==> config.mk <==
export PLATFORM = sky130hd
export DESIGN_NAME = noc_config_injector_flat
export DESIGN_NICKNAME = d
export VERILOG_FILES = /design/src/rtl/noc_config_injector_if.sv /design/src/rtl/noc_config_injector.sv /design/src/flat_wrapper.sv
export SDC_FILE = /design/constraint.sdc
export NUM_CORES = 1
export LEC_CHECK = 0
export CAP_MARGIN = 20
export CELL_PAD_IN_SITES_DETAIL_PLACEMENT = 1
export CELL_PAD_IN_SITES_GLOBAL_PLACEMENT = 1
export CORE_MARGIN = 2
export CORE_UTILIZATION = 54
export CTS_CLUSTER_SIZE = 28
export DETAILED_ROUTE_END_ITERATION = 10
export GPL_TIMING_DRIVEN = 1
export PLACE_DENSITY = 0.92
export SYNTH_ARGS = -nofsm -noshare
export SYNTH_HDL_FRONTEND = slang
export SYNTH_SLANG_ARGS = --single-unit
==> constraint.sdc <==
create_clock -name clock -period 5.8 [get_ports clock]
set_input_delay 1.45 -clock clock [delete_from_list [all_inputs] [get_ports clock]]
set_output_delay 1.45 -clock clock [all_outputs]
set_load 0.02 [all_outputs]
==> src/rtl/noc_config_injector_if.sv <==
// Host write bus for noc_config_injector.
//   wr_en    : host write strobe
//   wr_proc  : target processor index 0..3
//   wr_data  : configuration word
//   wr_ready : target FIFO not full (driven by the injector)
// Modports: master = host side, slave = injector side.
interface noc_config_injector_if #(
  parameter int unsigned CFG_W = 11
);
  logic             wr_en;
  logic [1:0]       wr_proc;
  logic [CFG_W-1:0] wr_data;
  logic             wr_ready;

  modport master (output wr_en, output wr_proc, output wr_data, input wr_ready);
  modport slave  (input wr_en, input wr_proc, input wr_data, output wr_ready);
endinterface

==> src/rtl/noc_config_injector.sv <==
// noc_config_injector: upstream stage of the 4-node mesh. Queues host-written
// configuration words in one FIFO per processor and feeds them onto
// p0..p3_configure, one word per processor_ready_signals handshake
// (ready high -> word presented, ready low -> consumed, ready high -> free).
//
// Ports:
//   clock, reset            : rising-edge clock, synchronous active-high reset
//   host (slave modport)    : wr_en / wr_proc / wr_data in, wr_ready out
//   processor_ready_signals : bit i = processor i ready
//   p0..p3_configure        : configuration word per processor
//   busy                    : bit i = FIFO i non-empty or channel i mid-handshake
//   all_done                : no channel busy
//   issued_count            : words acknowledged by the mesh, wraps at 16 bits
//   err_overflow            : sticky, write attempted while target FIFO full
//   err_timeout (optional)  : sticky per channel, mesh never consumed a word
//
// Optional feature macro: NOC_CFG_TIMEOUT_EN enables a per-channel watchdog
// that abandons a word held for TIMEOUT_CYC cycles without ready falling.
module noc_config_injector #(
  parameter int unsigned      DEPTH       = 4,
  parameter int unsigned      CFG_W       = 11,
  parameter logic [CFG_W-1:0] RESET_WORD  = '0,
  parameter int unsigned      TIMEOUT_CYC = 64
) (
  input  logic                 clock,
  input  logic                 reset,
  noc_config_injector_if.slave host,
  input  logic [3:0]           processor_ready_signals,
  output logic [CFG_W-1:0]     p0_configure,
  output logic [CFG_W-1:0]     p1_configure,
  output logic [CFG_W-1:0]     p2_configure,
  output logic [CFG_W-1:0]     p3_configure,
  output logic [3:0]           busy,
  output logic                 all_done,
  output logic [15:0]          issued_count,
  output logic                 err_overflow
`ifdef NOC_CFG_TIMEOUT_EN
  ,
  output logic [3:0]           err_timeout
`endif
);

  localparam int unsigned AW = $clog2(DEPTH);
  localparam logic [AW:0] FULL_CNT = (AW+1)'(DEPTH);

  if (DEPTH < 2 || (DEPTH & (DEPTH - 1)) != 0) begin : g_bad_depth
    $error("DEPTH must be a power of two and at least 2");
  end
  if (TIMEOUT_CYC < 1) begin : g_bad_timeout
    $error("TIMEOUT_CYC must be at least 1");
  end

  typedef enum logic [1:0] {
    ST_IDLE,
    ST_ISSUE,
    ST_ACK
  } state_t;

  state_t           r_state [4];
  logic [CFG_W-1:0] r_mem   [4][DEPTH];
  logic [AW-1:0]    r_wptr  [4];
  logic [AW-1:0]    r_rptr  [4];
  logic [AW:0]      r_cnt   [4];
  logic [3:0]       r_full;
  logic [CFG_W-1:0] r_cfg   [4];
  logic [15:0]      r_issued_count;
  logic             r_err_overflow;

  logic [3:0]       w_wr;
  logic [3:0]       w_pop;
  logic [3:0]       w_ack;
  logic [3:0]       w_busy;
  logic [2:0]       w_ack_cnt;
  logic             w_overflow;

`ifdef NOC_CFG_TIMEOUT_EN
  localparam int unsigned TW = $clog2(TIMEOUT_CYC) + 1;
  localparam logic [TW-1:0] TO_LAST = TW'(TIMEOUT_CYC - 1);

  logic [TW-1:0] r_to_cnt [4];
  logic [3:0]    r_err_timeout;
  logic [3:0]    w_to;
`endif

  always_comb begin
    w_wr      = '0;
    w_pop     = '0;
    w_ack     = '0;
    w_busy    = '0;
    w_ack_cnt = '0;
`ifdef NOC_CFG_TIMEOUT_EN
    w_to      = '0;
`endif
    for (int unsigned i = 0; i < 4; i++) begin
      // full is the registered flag, so a pop in the same cycle never frees room
      w_wr[i]   = host.wr_en && (host.wr_proc == 2'(i)) && !r_full[i];
      w_pop[i]  = (r_state[i] == ST_IDLE) && (r_cnt[i] != '0) && processor_ready_signals[i];
      w_ack[i]  = (r_state[i] == ST_ISSUE) && !processor_ready_signals[i];
      w_busy[i] = (r_cnt[i] != '0) || (r_state[i] != ST_IDLE);
`ifdef NOC_CFG_TIMEOUT_EN
      w_to[i]   = (r_state[i] == ST_ISSUE) && processor_ready_signals[i] &&
                  (r_to_cnt[i] == TO_LAST);
`endif
      w_ack_cnt = w_ack_cnt + 3'(w_ack[i]);
    end
    w_overflow = host.wr_en && r_full[host.wr_proc];
  end

  always_ff @(posedge clock) begin
    if (reset) begin
      for (int unsigned i = 0; i < 4; i++) begin
        r_state[i] <= ST_IDLE;
        r_wptr[i]  <= '0;
        r_rptr[i]  <= '0;
        r_cnt[i]   <= '0;
        r_cfg[i]   <= RESET_WORD;
`ifdef NOC_CFG_TIMEOUT_EN
        r_to_cnt[i] <= '0;
`endif
      end
      r_full         <= '0;
      r_issued_count <= '0;
      r_err_overflow <= 1'b0;
`ifdef NOC_CFG_TIMEOUT_EN
      r_err_timeout  <= '0;
`endif
    end else begin
      for (int unsigned i = 0; i < 4; i++) begin
        if (w_wr[i]) begin
          r_mem[i][r_wptr[i]] <= host.wr_data;
          r_wptr[i]           <= r_wptr[i] + 1'b1;
        end
        if (w_pop[i]) begin
          r_cfg[i]  <= r_mem[i][r_rptr[i]];
          r_rptr[i] <= r_rptr[i] + 1'b1;
        end
        // simultaneous write and pop leave the occupancy unchanged
        if (w_wr[i] && !w_pop[i]) begin
          r_cnt[i]  <= r_cnt[i] + 1'b1;
          r_full[i] <= ((r_cnt[i] + 1'b1) == FULL_CNT);
        end else if (!w_wr[i] && w_pop[i]) begin
          r_cnt[i]  <= r_cnt[i] - 1'b1;
          r_full[i] <= 1'b0;
        end

        unique case (r_state[i])
          ST_IDLE: begin
            if (w_pop[i]) r_state[i] <= ST_ISSUE;
          end
          ST_ISSUE: begin
            if (w_ack[i]) r_state[i] <= ST_ACK;
`ifdef NOC_CFG_TIMEOUT_EN
            else if (w_to[i]) r_state[i] <= ST_IDLE;
`endif
          end
          ST_ACK: begin
            if (processor_ready_signals[i]) r_state[i] <= ST_IDLE;
          end
          default: r_state[i] <= ST_IDLE;
        endcase

`ifdef NOC_CFG_TIMEOUT_EN
        if ((r_state[i] == ST_ISSUE) && !w_ack[i] && !w_to[i]) begin
          r_to_cnt[i] <= r_to_cnt[i] + 1'b1;
        end else begin
          r_to_cnt[i] <= '0;
        end
`endif
      end

      // several channels can acknowledge in the same cycle
      r_issued_count <= r_issued_count + 16'(w_ack_cnt);
      if (w_overflow) r_err_overflow <= 1'b1;
`ifdef NOC_CFG_TIMEOUT_EN
      r_err_timeout <= r_err_timeout | w_to;
`endif
    end
  end

  assign host.wr_ready = !r_full[host.wr_proc];
  assign p0_configure  = r_cfg[0];
  assign p1_configure  = r_cfg[1];
  assign p2_configure  = r_cfg[2];
  assign p3_configure  = r_cfg[3];
  assign busy          = w_busy;
  assign all_done      = ~|w_busy;
  assign issued_count  = r_issued_count;
  assign err_overflow  = r_err_overflow;
`ifdef NOC_CFG_TIMEOUT_EN
  assign err_timeout   = r_err_timeout;
`endif

endmodule
==> src/flat_wrapper.sv <==
// flat-port wrapper written by rule: the top's interface ports become plain ports
module noc_config_injector_flat 
#(
  parameter int unsigned      DEPTH       = 4,
  parameter int unsigned      CFG_W       = 11,
  parameter logic [CFG_W-1:0] RESET_WORD  = '0,
  parameter int unsigned      TIMEOUT_CYC = 64
)
  (clock, reset, processor_ready_signals, p0_configure, p1_configure, p2_configure, p3_configure, busy, all_done, issued_count, err_overflow, host_wr_en, host_wr_proc, host_wr_data, host_wr_ready);
  noc_config_injector_if #(.CFG_W(CFG_W)) host_i ();
  input  logic clock;
  input  logic reset;
  input  logic [3:0] processor_ready_signals;
  output logic [CFG_W-1:0] p0_configure;
  output logic [CFG_W-1:0] p1_configure;
  output logic [CFG_W-1:0] p2_configure;
  output logic [CFG_W-1:0] p3_configure;
  output logic [3:0] busy;
  output logic all_done;
  output logic [15:0] issued_count;
  output logic err_overflow;
  input wire logic [$bits(host_i.wr_en)-1:0] host_wr_en;
  input wire logic [$bits(host_i.wr_proc)-1:0] host_wr_proc;
  input wire logic [$bits(host_i.wr_data)-1:0] host_wr_data;
  output wire logic [$bits(host_i.wr_ready)-1:0] host_wr_ready;
  assign host_i.wr_en = host_wr_en;
  assign host_i.wr_proc = host_wr_proc;
  assign host_i.wr_data = host_wr_data;
  assign host_wr_ready = host_i.wr_ready;
  noc_config_injector #(.DEPTH(DEPTH), .CFG_W(CFG_W), .RESET_WORD(RESET_WORD), .TIMEOUT_CYC(TIMEOUT_CYC)) u_core (.clock(clock), .reset(reset), .host(host_i), .processor_ready_signals(processor_ready_signals), .p0_configure(p0_configure), .p1_configure(p1_configure), .p2_configure(p2_configure), .p3_configure(p3_configure), .busy(busy), .all_done(all_done), .issued_count(issued_count), .err_overflow(err_overflow));
endmodule
==> impl_metrics.json, run 1 <==
{
  "status": "completed",
  "seq_area_um2": 8110,
  "yosysTopAreaCell": "edfxtp_1",
  "num_antenna_cells": 0,
  "timing.max_cap.violations": 0,
  "ys_types": 45,
  "irDropWorstVdd_v": 0.000165,
  "syn_nets": 745,
  "holdWs_ns": 0.467,
  "hold_path.class": "flop to flop",
  "fin_crit_sh_pct": 82.3,
  "power.total_uw": 4620,
  "synth-compound-area-share_pct": 1.94,
  "grt_antenna_before_repair": 0,
  "postSynthAreaPerCell_um2": 17.0,
  "grt_use_met2_pct": 45.7,
  "yosysTopAreaCellShare_pct": 66.9,
  "die_area_um2": 22500,
  "synth_top_family_by_area": "simple AND/OR/NAND/NOR gates",
  "gp_congestion": 0.774,
  "fin_nets": 840,
  "slew_headroom_pct": 38.2,
  "fin_util_pct": 64.2,
  "hold_buffers": 0,
  "clkSinkCount": 277,
  "fin_tns_setup_ns": 0,
  "num_rows": 53,
  "io_pins": 87,
  "vias": 6246,
  "synthMuxAreaShare_pct": 9.10,
  "postRouteWirelength_mm": 27.8,
  "drive_gt1_share_pct": 12.1,
  "dr.pass1.iters": 5,
  "synth.area.top_cells": "edfxtp_1 67%, mux4_2 8.6%, ha_1 4.9%, dfxtp_1 3.7%, nor2b_1 3.3%",
  "syn_inst": 678,
  "root_buffer": "clkbuf_16",
  "grt_pass1_wl_mm": 42.5,
  "portBuffers": 86,
  "end_kind": "flop",
  "hold_viol": 0,
  "postCtsSetupRepairBufs": 0,
  "grtUsageTotal_pct": 25.8,
  "rsz0062_at_grt": "no",
  "grt_max_degree": 36,
  "synthSimpleGateAreaFrac_pct": 9.84,
  "tightest_slew_ns": 0.925,
  "grt_pass1_vias": 6959,
  "synth_xor_area_share_pct": 1.45,
  "overflow": 0,
  "fp.dieW_um": 150,
  "area_growth_pct": 17.1,
  "coreArea_um2": 21000,
  "powerDensity_nw_per_um2": 343,
  "routed_via_density": 5.86,
  "arrival_ns": 5.21,
  "synth-seq-cells": 277,
  "crit_type": "input port to flop",
  "synth_seq_area_share_pct": 70.5,
  "clkLatencyLatePin_ns": 0.53,
  "grt_use_met1_pct": 31.7,
  "slew_violations": 0,
  "fmax_mhz": 210,
  "path_max_fanout": 6,
  "final_antenna_net_count": 0,
  "synthAdderAreaFrac_pct": 5.25,
  "period_minus_slack_ns": 4.77,
  "grtUsageMet3_pct": 4.09,
  "cts_tree": "done",
  "async_flop_share_pct": 0,
  "fillCellCount": 1834,
  "cts_made_buffers": 27,
  "htreeDepth": 1,
  "synth_edf_count": 256,
  "yosysWarnings": 0,
  "syn_area_um2": 11500,
  "dpl.hpwl_mm": 17.0,
  "power.leakage_uw": 0.00466,
  "critPathRequiredTime_ns": 6.24,
  "skew_ns": 0.00993,
  "path_clk_slew_ns": 0.06,
  "avgRoutedWirePerCell_um": 26.1,
  "drcViolationCount": 0,
  "synth-main-ff-cell": "edfxtp_1",
  "dr.first_iter.drc_count": 375,
  "cts-resized-gates": 0,
  "initial_utilization_pct": 54.8,
  "setup_violations": 0,
  "cp-start-kind": "input port",
  "grt-busiest-layer": "met2",
  "clock_path_buffers": 3,
  "die_h_um": 150,
  "multi_input_area_um2": 3170
}
==> Yosys cell counts (6+ instances only) <==
master,number
nand2_1,13
dfxtp_1,21
a21oi_1,11
clkbuf_1,10
nor2b_1,60
nand2b_1,17
or3_1,7
mux4_2,44
and2_1,24
ha_1,45
nor2_1,40
nor3_1,9
inv_1,33
xor2_1,9
edfxtp_1,256
nand3_1,7
xnor2_1,10
buf_1,6
==> report_power, final <==
group          total, uW  switching [uW]  internal (uW)  leakage [uW]
logic                522             278            243       0.00164
registers           2380            92.4           2280       0.00260
clock network       1720             737            982      0.000414
total               4620            1110           3510       0.00466
==> layer usage <==
| metal | wire (um) | share of wire [%] |
|---|---|---|
| met3 | 1480 | 5.3 |
| met2 | 14700 | 53 |
| met4 | 1010 | 3.6 |
| met1 | 10700 | 38 |
| met5 | 0 | 0 |
==> layout make-up <==
class,instances,share of cell area (%)
Tap cell,275,2.56
Inverter,33,0.920
Multi-Input combinational cell,347,23.5
Sequential cell,277,60.2
Timing Repair Buffer,87,6.42
Clock buffer,30,5.10
Clock inverter,17,1.21
==> sequential cells by signal, indices dropped and copies added (netlist names) <==
signal,cells
u_core.r_mem,176
u_core.r_cfg,44
u_core.issued_count,16
u_core.r_cnt,12
u_core.r_rptr,8
u_core.r_state,8
u_core.r_wptr,8
u_core.r_full,4
u_core.err_overflow,1
==> placed cells by master (no fill, tap or decap), types with 4 or more instances in the layout <==
master,instances
ha_1,45
dfxtp_1,21
a211oi_1,5
clkdlybuf4s50_1,85
xnor2_1,10
xor2_1,9
clkinv_1,5
nand3_1,7
clkbuf_16,27
nand2b_1,17
edfxtp_1,256
inv_1,33
and2_1,24
or3_1,7
clkinv_2,6
a21oi_1,11
nor2_1,40
nand2_1,13
mux4_2,44
a211o_1,5
nor3_1,9
nor2b_1,60
or2_2,4
==> logic make-up after synthesis <==
family,count (synthesis)
AO/OA/AOI/OAI,33
XOR/XNOR,19
adder cells (fa/ha/maj),47
buffers and inverters,54
flip-flops,277
multiplexers,49
AND/OR/NAND/NOR,199
==> through the flow <==
| stage | cell area, um2 | instances | worst slack (ns) |
|---|---|---|---|
| 2_1_floorplan | 11500 | 678 | 1.67 |
| 3_5_place_dp | 12600 | 1019 | 0.695 |
| 5_1_grt | 13500 | 1066 | 0.956 |
| 4_1_cts | 13500 | 1066 | 1.07 |
| 6_report | 13500 | 1066 | 1.03 |
| 3_3_place_gp | 12600 | 1019 | 0.960 |
==> worst max-delay path: stages <==
cell and delay, ns:
clkdlybuf4s50_1 0.49, nor2b_1 0.25, nor2b_1 0.28, ha_1 0.35, fa_1 0.43, ha_1 0.31, inv_1 0.06, fa_1 0.39
and2b_1 0.35, nor2_1 0.12, or4_1 0.49, a21oi_1 0.22
==> worst paths after layout <==
check                                startpoint                            endpoint  slack [ns]  cells past startpoint
max reg2reg  u_core.r_state[0][0]$_SDFFCE_PP0P_  u_core.issued_count[12]$_SDFF_PP0_        2.10                     11
min reg2reg       u_core.r_full[2]$_SDFFE_PP0P_       u_core.r_full[2]$_SDFFE_PP0P_        0.47                      2
max                  processor_ready_signals[0]  u_core.issued_count[12]$_SDFF_PP0_        1.03                     12
min               u_core.r_full[2]$_SDFFE_PP0P_       u_core.r_full[2]$_SDFFE_PP0P_        0.47                      2
Power figures use the tool's default switching activity.
==> inputs of run 2 (changes only) <==
--- a/config.mk
+++ b/config.mk
@@ -9,11 +9,11 @@
 export CELL_PAD_IN_SITES_DETAIL_PLACEMENT = 1
 export CELL_PAD_IN_SITES_GLOBAL_PLACEMENT = 1
 export CORE_MARGIN = 2
-export CORE_UTILIZATION = 54
+export CORE_UTILIZATION = 45
 export CTS_CLUSTER_SIZE = 28
 export DETAILED_ROUTE_END_ITERATION = 10
 export GPL_TIMING_DRIVEN = 1
-export PLACE_DENSITY = 0.92
+export PLACE_DENSITY = 0.83
 export SYNTH_ARGS = -nofsm -noshare
 export SYNTH_HDL_FRONTEND = slang
 export SYNTH_SLANG_ARGS = --single-unit
==> constraint.sdc (replaced) <==
create_clock -name clock -period 4.1 [get_ports clock]
set_input_delay 1.025 -clock clock [delete_from_list [all_inputs] [get_ports clock]]
set_output_delay 1.025 -clock clock [all_outputs]
set_load 0.02 [all_outputs]
==> run 2 against run 1 <==
Net effect: sequential power rose by 41%; register-to-register slack got worse by 1.4 ns; worst hold slack worse by 0.0090 ns; critical path depth decreased by 1; combinational power rose by 38%; worst setup slack lost 0.84 ns; clock power is 49% higher; count of clock-buffer cells in the layout rose by 1; core utilization down 9.8 points; routed wire length down 12%; first-iteration DRC count fell by 11%; sequential share of layout area fell by 0.94 points.
==> impl_metrics.json, run 2 (same netlist as run 1, synthesis figures left out) <==
{
  "skew_ns": 0.00883,
  "fillCellCount": 2373,
  "hold_buffers": 0,
  "area_growth_pct": 19.0,
  "rsz0062_at_grt": "no",
  "fin_util_pct": 54.4,
  "die_area_um2": 26800,
  "grtUsageTotal_pct": 19.0,
  "clock_path_buffers": 3,
  "final_antenna_net_count": 0,
  "initial_utilization_pct": 45.8,
  "final_area_um2": 13700,
  "postRouteWirelength_mm": 24.6,
  "drcViolationCount": 0,
  "dr.first_iter.drc_count": 334,
  "vias": 6069,
  "end_kind": "flop",
  "dr.pass1.iters": 5,
  "worst-path-buf-inv": 2,
  "cp-start-kind": "input port",
  "status": "completed",
  "switching_share_pct": 23.7,
  "comb_power_share_pct": 10.9,
  "largest_register_ffs": 176,
  "fin_crit_sh_pct": 95.5,
  "p_int_uw": 5060,
  "path_clk_slew_ns": 0.06,
  "worst_path_max_delay_cell": "or4_1",
  "grt_pass1_wl_mm": 38.5,
  "critPathRequiredTime_ns": 4.57,
  "hold_path.class": "flop to flop",
  "fp.dieW_um": 164,
  "irDropWorstVdd_v": 0.000284,
  "coreArea_um2": 25100,
  "slew_headroom_pct": 45.0,
  "root_buffer": "clkbuf_16",
  "grt_antenna_before_repair": 0,
  "io_pins": 87,
  "place_area_um2": 12700,
  "gp_congestion": 0.769,
  "clkLatencyLatePin_ns": 0.54,
  "grt_max_degree": 40,
  "final_cell_mix": "256 x edfxtp_1, 85 x clkdlybuf4s50_1, 58 x nor2b_1, 45 x ha_1, 44 x mux4_2",
  "tightest_slew_ns": 0.825,
  "setup_violations": 0,
  "arrival_ns": 4.39,
  "powerDensity_nw_per_um2": 485,
  "cts_made_buffers": 29,
  "p_clk_share_pct": 38.6,
  "clkSinkCount": 277,
  "crit_type": "input port to flop",
  "slew_violations": 0,
  "period_minus_slack_ns": 3.92,
  "overflow": 0,
  "seq_power_share_pct": 50.5,
  "die_h_um": 164,
  "grt_pass1_vias": 6842,
  "fin_tns_setup_ns": 0,
  "cts_tree": "done",
  "worstPathCellList": "clkdlybuf4s50_1 -> nor3b_1 -> ha_1 -> fa_1 -> ha_1 -> inv_1 -> fa_1 -> and2b_1 -> nor2_1 -> or4_1 -> a21oi_1",
  "avgRoutedWirePerCell_um": 21.6,
  "path_max_fanout": 4,
  "power.leakage_uw": 0.00475,
  "dpl.hpwl_mm": 16.1,
  "htreeDepth": 1,
  "path_delay_family": "adder cells",
  "num_rows": 58,
  "postCtsSetupRepairBufs": 0,
  "portBuffers": 86,
  "fin_nets": 850,
  "max_stage_delay_ns": 0.52,
  "power.total_uw": 6630,
  "drive_gt1_share_pct": 13.9,
  "cts-resized-gates": 0,
  "layout_commonest_cell": "edfxtp_1",
  "fmax_mhz": 255,
  "num_antenna_cells": 0,
  "routed_via_density": 5.34,
  "hold_viol": 0,
  "timing.max_cap.violations": 0,
  "p_sw_uw": 1570
}
## run 2: cell count changes in the layout (fill, tap and decap cells not counted), sizes merged
cell / before / now
buf: 2 / 10
clkbuf: 30 / 31
clkinv: 12 / 17
clkinvlp: 2 / 1
inv: 33 / 35
## run 2: through the flow
| step | setup WS (ns) | std cells | hold WS, ns |
|---|---|---|---|
| after floorplan | 0.399 | 678 | 0.432 |
| after CTS | 0.206 | 1136 | 0.465 |
| after global routing | 0.0427 | 1136 | 0.499 |
| final | 0.184 | 1136 | 0.458 |
| after global placement | -0.228 | 1082 | 0.445 |
| after detailed placement | -0.333 | 1082 | 0.456 |
## run 2: layer usage
metal  global-route usage (%)  wire length (um)
met2                     33.0             12600
met5                        0                 0
met4                     6.66               716
met3                     3.64              1310
met1                     23.9              9980
## run 2: worst paths after layout
check	cells after the start	to	slack, ns	from
setup / recovery	11	u_core.issued_count[14]$_SDFF_PP0_	0.18	processor_ready_signals[1]
hold / removal	2	u_core.r_full[2]$_SDFFE_PP0P_	0.46	u_core.r_full[2]$_SDFFE_PP0P_
setup reg to reg	10	u_core.issued_count[14]$_SDFF_PP0_	0.67	u_core.r_state[1][1]$_SDFFCE_PP0P_
hold reg to reg	2	u_core.r_full[2]$_SDFFE_PP0P_	0.46	u_core.r_full[2]$_SDFFE_PP0P_
## run 2: tightest hold or removal path: cells and delay by family, from the launching register on
family / cells / cell delay, ns
AOI/OAI and AO/OA: 1 / 0.05
DFF: 1 / 0.31
and+or+nand+nor: 1 / 0.05
## run 2: power by group through the flow
stage | registers, uW | logic, uW | clock network [uW]
finish | 3350 | 722 | 2560
global placement | 3400 | 689 | 0
detailed placement | 3410 | 724 | 0
CTS | 3360 | 731 | 2590
global route | 3370 | 786 | 2700
floorplan | 3420 | 389 | 0
## run 2: layout make-up
cell class	count	area, um2	area share (%)
sequential	277	8110	59.3
multi-input combinational	347	3170	23.2
timing repair buffer	95	923	6.75
clock buffer	31	733	5.36
tap	330	413	3.02
clock inverter	23	195	1.43
inverter	33	124	0.906
==> RTL edit 1 (settings of run 2) <==
`CFG_W` is set to 11 in 3 places; all go to 9.
--- a/src/rtl/noc_config_injector_if.sv
+++ b/src/rtl/noc_config_injector_if.sv
@@ -7,3 +7,3 @@
 interface noc_config_injector_if #(
-  parameter int unsigned CFG_W = 11
+  parameter int unsigned CFG_W = 9
 );
--- a/src/rtl/noc_config_injector.sv
+++ b/src/rtl/noc_config_injector.sv
@@ -20,3 +20,3 @@
   parameter int unsigned      DEPTH       = 4,
-  parameter int unsigned      CFG_W       = 11,
+  parameter int unsigned      CFG_W       = 9,
   parameter logic [CFG_W-1:0] RESET_WORD  = '0,
--- a/src/flat_wrapper.sv
+++ b/src/flat_wrapper.sv
@@ -4,3 +4,3 @@
   parameter int unsigned      DEPTH       = 4,
-  parameter int unsigned      CFG_W       = 11,
+  parameter int unsigned      CFG_W       = 9,
   parameter logic [CFG_W-1:0] RESET_WORD  = '0,
Ports: changed (5 resized); port bits go from 87 to 77. The function was not compared with the original's and may differ.
==> RTL edit 1 against run 2 <==
- total power fell by 13%
- first-iteration DRC count fell by 25%
- clock skew fell by 0.00098 ns
- register-to-register slack improved by 0.30 ns
- cell area fell by 12%
- routed wire length fell by 12%
- sequential share of layout area fell by 1.6 points
- sequential cell count fell by 40
- global-route usage fell by 0.47 points
- synthesized cell count fell by 8.7%
- worst setup slack improved by 0.11 ns
- synthesized area fell by 12%
- critical path type is now in2out
- critical endpoint is now host_wr_ready
==> RTL edit 1: results (changes against run 2) <==
{
  "largest_reg_flops": {"value": 144, "change": "was 176"},
  "place.port_buffers": {"value": 76, "change": "was 86"},
  "synth_edf_count": {"value": 216, "change": "was 256"},
  "place.detailed.hpwl": {"value": 14.7, "unit": "mm", "change": "was 16.1 mm"},
  "insertion_delay": {"value": 0.51, "unit": "ns", "change": "was 0.54 ns"},
  "fill_cells": {"value": 2051, "change": "was 2373"},
  "yosysSeqAreaShare": {"value": 0.686, "change": "was 0.705"},
  "drive_gt1_frac": {"value": 0.125, "change": "was 0.139"},
  "route.vias.total": {"value": 5499, "change": "was 6069"},
  "vdd_drop_max": {"value": 0.000241, "unit": "V", "change": "was 0.000284 V"},
  "p_switching": {"value": 0.00135, "unit": "W", "change": "was 0.00157 W"},
  "skew": {"value": 0.00784, "unit": "ns", "change": "was 0.00883 ns"},
  "max_transition_margin": {"value": 0.454, "change": "was 0.450"},
  "synth_top_cells_by_area": {"value": "sky130_fd_sc_hd__edfxtp_1 (64%), sky130_fd_sc_hd__mux4_2 (8.3%), sky130_fd_sc_hd__ha_1 (5.6%)", "change": "was sky130_fd_sc_hd__edfxtp_1 (67%), sky130_fd_sc_hd__mux4_2 (8.6%), sky130_fd_sc_hd__ha_1 (4.9%)"},
  "synth_fp_nets": {"value": 684, "change": "was 745"},
  "place_worst_setup_slack": {"value": -0.122, "unit": "ns", "change": "was -0.333 ns"},
  "crit_arrival": {"value": 2.78, "unit": "ns", "change": "was 4.39 ns"},
  "grt_pass1_vias": {"value": 6250, "change": "was 6842"},
  "global_route.usage.total": {"value": 0.185, "change": "was 0.190"},
  "grt_max_degree": {"value": 37, "change": "was 40"},
  "cts_made_buffers": {"value": 25, "change": "was 29"},
  "outcome": {"value": "finished clean", "change": "unchanged"},
  "p_leak": {"value": 4.19, "unit": "nW", "change": "was 4.75 nW"},
  "worstPathMaxFanout": {"value": 2, "change": "was 4"},
  "detailed_place.area": {"value": 11100, "unit": "µm²", "change": "was 12700 µm²"},
  "synth_top_cells_by_count": {"value": "sky130_fd_sc_hd__edfxtp_1 (216), sky130_fd_sc_hd__nor2b_1 (46), sky130_fd_sc_hd__ha_1 (45), sky130_fd_sc_hd__mux4_2 (37), sky130_fd_sc_hd__nor2_1 (37)", "change": "was sky130_fd_sc_hd__edfxtp_1 (256), sky130_fd_sc_hd__nor2b_1 (60), sky130_fd_sc_hd__ha_1 (45), sky130_fd_sc_hd__mux4_2 (44), sky130_fd_sc_hd__nor2_1 (40)"},
  "nets": {"value": 776, "change": "was 850"},
  "drt-total-wl": {"value": 21.7, "unit": "mm", "change": "was 24.6 mm"},
  "grt_pass1_wl": {"value": 34.4, "unit": "mm", "change": "was 38.5 mm"},
  "drtIter0Drc": {"value": 250, "change": "was 334"}
}
-- RTL edit 1: per-layer routing --
metal  part of all wire  up-vias  GRT usage
met1               0.39     2801      0.225
met3              0.051       56     0.0316
li1                   -     2486          -
met4              0.039        0     0.0725
met2               0.52      156      0.330
met5                  0        -          0
-- RTL edit 1: worst max-delay path, stage by stage --
cell	delay [ns]
sky130_fd_sc_hd__clkdlybuf4s50_1	0.52
sky130_fd_sc_hd__mux4_2	0.56
sky130_fd_sc_hd__inv_1	0.07
sky130_fd_sc_hd__clkdlybuf4s50_1	0.60
-- RTL edit 1: final cells by class --
cell class                 count  area [µm²]  area share
clock buffer                  30         644      0.0538
sequential                   237        6910       0.577
timing repair buffer          84         816      0.0682
inverter                      34         128      0.0107
multi-input combinational    329        2940       0.246
clock inverter                16         178      0.0148
tap                          280         350      0.0293
-- RTL edit 1: kinds of logic (layout without fill, tap and decap cells) --
group                    Yosys count  count (layout)  share of synthesized area
flip-flops                       237             237                      0.686
AND/OR/NAND/NOR                  188             188                      0.106
buffers and inverters             53             164                     0.0209
adder cells (fa/ha/maj)           47              47                     0.0599
multiplexers                      41              41                     0.0872
AO/OA/AOI/OAI                     35              35                     0.0243
XOR/XNOR                          18              18                     0.0157
-- RTL edit 1: worst paths after layout --
check,startpoint,end,slack (ns),depth (start not counted)
max,host_wr_proc[0],host_wr_ready,0.30,4
min,u_core.r_full[1],u_core.r_full[1],0.47,2
max reg2reg,u_core.r_state[1][1],u_core.issued_count[10],0.97,10
min reg2reg,u_core.r_full[1],u_core.r_full[1],0.47,2
-- RTL edit 1: power groups by stage --
stage	clock, W	sequential, W	combinational, W
detailed placement	0	0.00293	0.000647
finish	0.00227	0.00288	0.000644
floorplan	0	0.00293	0.000361
global route	0.00240	0.00290	0.000701
CTS	0.00231	0.00288	0.000657
global placement	0	0.00292	0.000608
-- RTL edit 1: per-stage QoR --
step / utilization / cells
after floorplan: - / 619
after global placement: 0.509 / 964
after detailed placement: 0.509 / 964
after CTS: 0.547 / 1010
after global routing: 0.547 / 1010
final: 0.547 / 1010
==> RTL edit 2 (flow settings as in run 2) <==
Made on the original files. Put one more register stage on the output `issued_count`. The value now appears one clock later. The other outputs are not delayed to match.
--- a/src/rtl/noc_config_injector.sv
+++ b/src/rtl/noc_config_injector.sv
@@ -186,3 +186,5 @@
   assign all_done      = ~|w_busy;
-  assign issued_count  = r_issued_count;
+  always_ff @(posedge clock) begin
+    issued_count <= r_issued_count;
+  end
   assign err_overflow  = r_err_overflow;
Function: changed (Yosys sat finds a counterexample within 4 cycles, from zero or initial values and one cycle with reset high).
==> RTL edit 2 against run 2 <==
- cell count rose by 1.7%
- die area increased by 2.9%
- routed wire length is 1.7% lower
- critical endpoint is now host_wr_ready
- sequential share of layout area rose by 0.88 points
- synthesized area grew 3.0%
- worst setup slack better by 0.078 ns
- non-clock buffer count decreased by 1
- highest routed layer unchanged
- largest cell class unchanged
- first-iteration DRC count grew 1.8%
- total power grew 2.8%
- sequential cell count increased by 16
- largest power group unchanged
- cell area is 2.4% higher
- maximum frequency up 2.0%
==> RTL edit 2: results (changes against run 2) <==
{
  "cts_made_buffers": {"value": 30, "change": "was 29"},
  "worst_path_largest_cell_delay": {"value": 0.59, "unit": "ns", "change": "was 0.52 ns"},
  "grt_pass1_wl": {"value": 38.6, "unit": "mm", "change": "was 38.5 mm"},
  "grtUsageMet1": {"value": 0.237, "change": "was 0.239"},
  "route.vias.total": {"value": 6044, "change": "was 6069"},
  "vdd_drop_max": {"value": 0.000324, "unit": "V", "change": "was 0.000284 V"},
  "global_route.usage.met2": {"value": 0.309, "change": "was 0.330"},
  "global_route.usage.total": {"value": 0.178, "change": "was 0.190"},
  "crit_arrival": {"value": 2.81, "unit": "ns", "change": "was 4.39 ns"},
  "detailed_place.area": {"value": 13100, "unit": "µm²", "change": "was 12700 µm²"},
  "outcome": {"value": "finished clean", "change": "unchanged"},
  "cpMaxStageDelayCell": {"value": "sky130_fd_sc_hd__clkdlybuf4s50_1", "change": "was sky130_fd_sc_hd__or4_1"},
  "max_transition_margin": {"value": 0.394, "change": "was 0.450"},
  "area_fraction_in_compound_gates_after_synthesis": {"value": 0.0155, "change": "was 0.0194"},
  "yosys-mux-area-fraction": {"value": 0.0913, "change": "was 0.0910"},
  "skew": {"value": 0.0155, "unit": "ns", "change": "was 0.00883 ns"},
  "synth_top_cells_by_count": {"value": "sky130_fd_sc_hd__edfxtp_1 (256), sky130_fd_sc_hd__nor2b_1 (58), sky130_fd_sc_hd__ha_1 (45), sky130_fd_sc_hd__mux4_2 (45), sky130_fd_sc_hd__nor2_1 (39)", "change": "was sky130_fd_sc_hd__edfxtp_1 (256), sky130_fd_sc_hd__nor2b_1 (60), sky130_fd_sc_hd__ha_1 (45), sky130_fd_sc_hd__mux4_2 (44), sky130_fd_sc_hd__nor2_1 (40)"},
  "drt-total-wl": {"value": 24.1, "unit": "mm", "change": "was 24.6 mm"},
  "yosysSeqAreaShare": {"value": 0.712, "change": "was 0.705"},
  "globalplace.congestion": {"value": 0.755, "change": "was 0.769"},
  "wl_met2": {"value": 12.2, "unit": "mm", "change": "was 12.6 mm"},
  "synth_xor_xnor_area_share": {"value": 0.0148, "change": "was 0.0145"},
  "dp.cells": {"value": 1100, "change": "was 1082"},
  "place_worst_setup_slack": {"value": -0.182, "unit": "ns", "change": "was -0.333 ns"},
  "met1Wirelength": {"value": 10.5, "unit": "mm", "change": "was 9.98 mm"},
  "grt_max_degree": {"value": 34, "change": "was 40"},
  "met3_wirelength": {"value": 1.00, "unit": "mm", "change": "was 1.31 mm"},
  "grt_pass1_vias": {"value": 6686, "change": "was 6842"},
  "globalRouteMet3Util": {"value": 0.0300, "change": "was 0.0364"},
  "final-instance-count-excl-fill": {"value": 1155, "change": "was 1136"},
  "p_leak": {"value": 4.86, "unit": "nW", "change": "was 4.75 nW"}
}
-- RTL edit 2: cell count changes after synthesis, moves of 3 or more --
cell,run 2,this run
sky130_fd_sc_hd__dfxtp_1,21,37
sky130_fd_sc_hd__buf_2,4,12
sky130_fd_sc_hd__inv_1,33,27
sky130_fd_sc_hd__inv_2,0,6
sky130_fd_sc_hd__buf_1,6,1
sky130_fd_sc_hd__clkbuf_1,10,5
sky130_fd_sc_hd__buf_4,0,4
sky130_fd_sc_hd__or2_1,0,4
sky130_fd_sc_hd__or2_2,4,0
sky130_fd_sc_hd__o31ai_1,3,0
sky130_fd_sc_hd__or4_1,3,0
-- RTL edit 2: kinds of logic (layout without fill, tap and decap cells) --
group	after synthesis	in the layout
AO/OA/AOI/OAI	28	28
flip-flops	293	293
multiplexers	51	51
XOR/XNOR	20	20
AND/OR/NAND/NOR	199	199
buffers and inverters	55	182
adder cells (fa/ha/maj)	47	47
-- RTL edit 2: area by class of cell --
type                    instances  area (µm²)  area share
multi-input cells             345        3170       0.226
well taps                     335         419      0.0299
clock buffers                  35         791      0.0565
flip-flops and latches        293        8430       0.602
clock inverters                20         155      0.0111
inverters                      33         124     0.00885
repair buffers                 94         916      0.0654
-- RTL edit 2: where the power goes --
group / internal, W / total [W] / switching (W)
clock network: 0.00150 / 0.00261 / 0.00110
registers: 0.00339 / 0.00352 / 0.000123
logic: 0.000340 / 0.000696 / 0.000356
-- RTL edit 2: final timing paths --
check / startpoint / to / depth (start not counted) / slack, ns
worst max-delay path: host_wr_proc[0] / host_wr_ready / 4 / 0.26
worst min-delay path: u_core.r_issued_count[0] / u_core.issued_count[0] / 0 / 0.36
worst max register to register: u_core.r_state[1][1] / u_core.r_issued_count[14] / 10 / 0.88
worst min register to register: u_core.r_issued_count[0] / u_core.issued_count[0] / 0 / 0.36
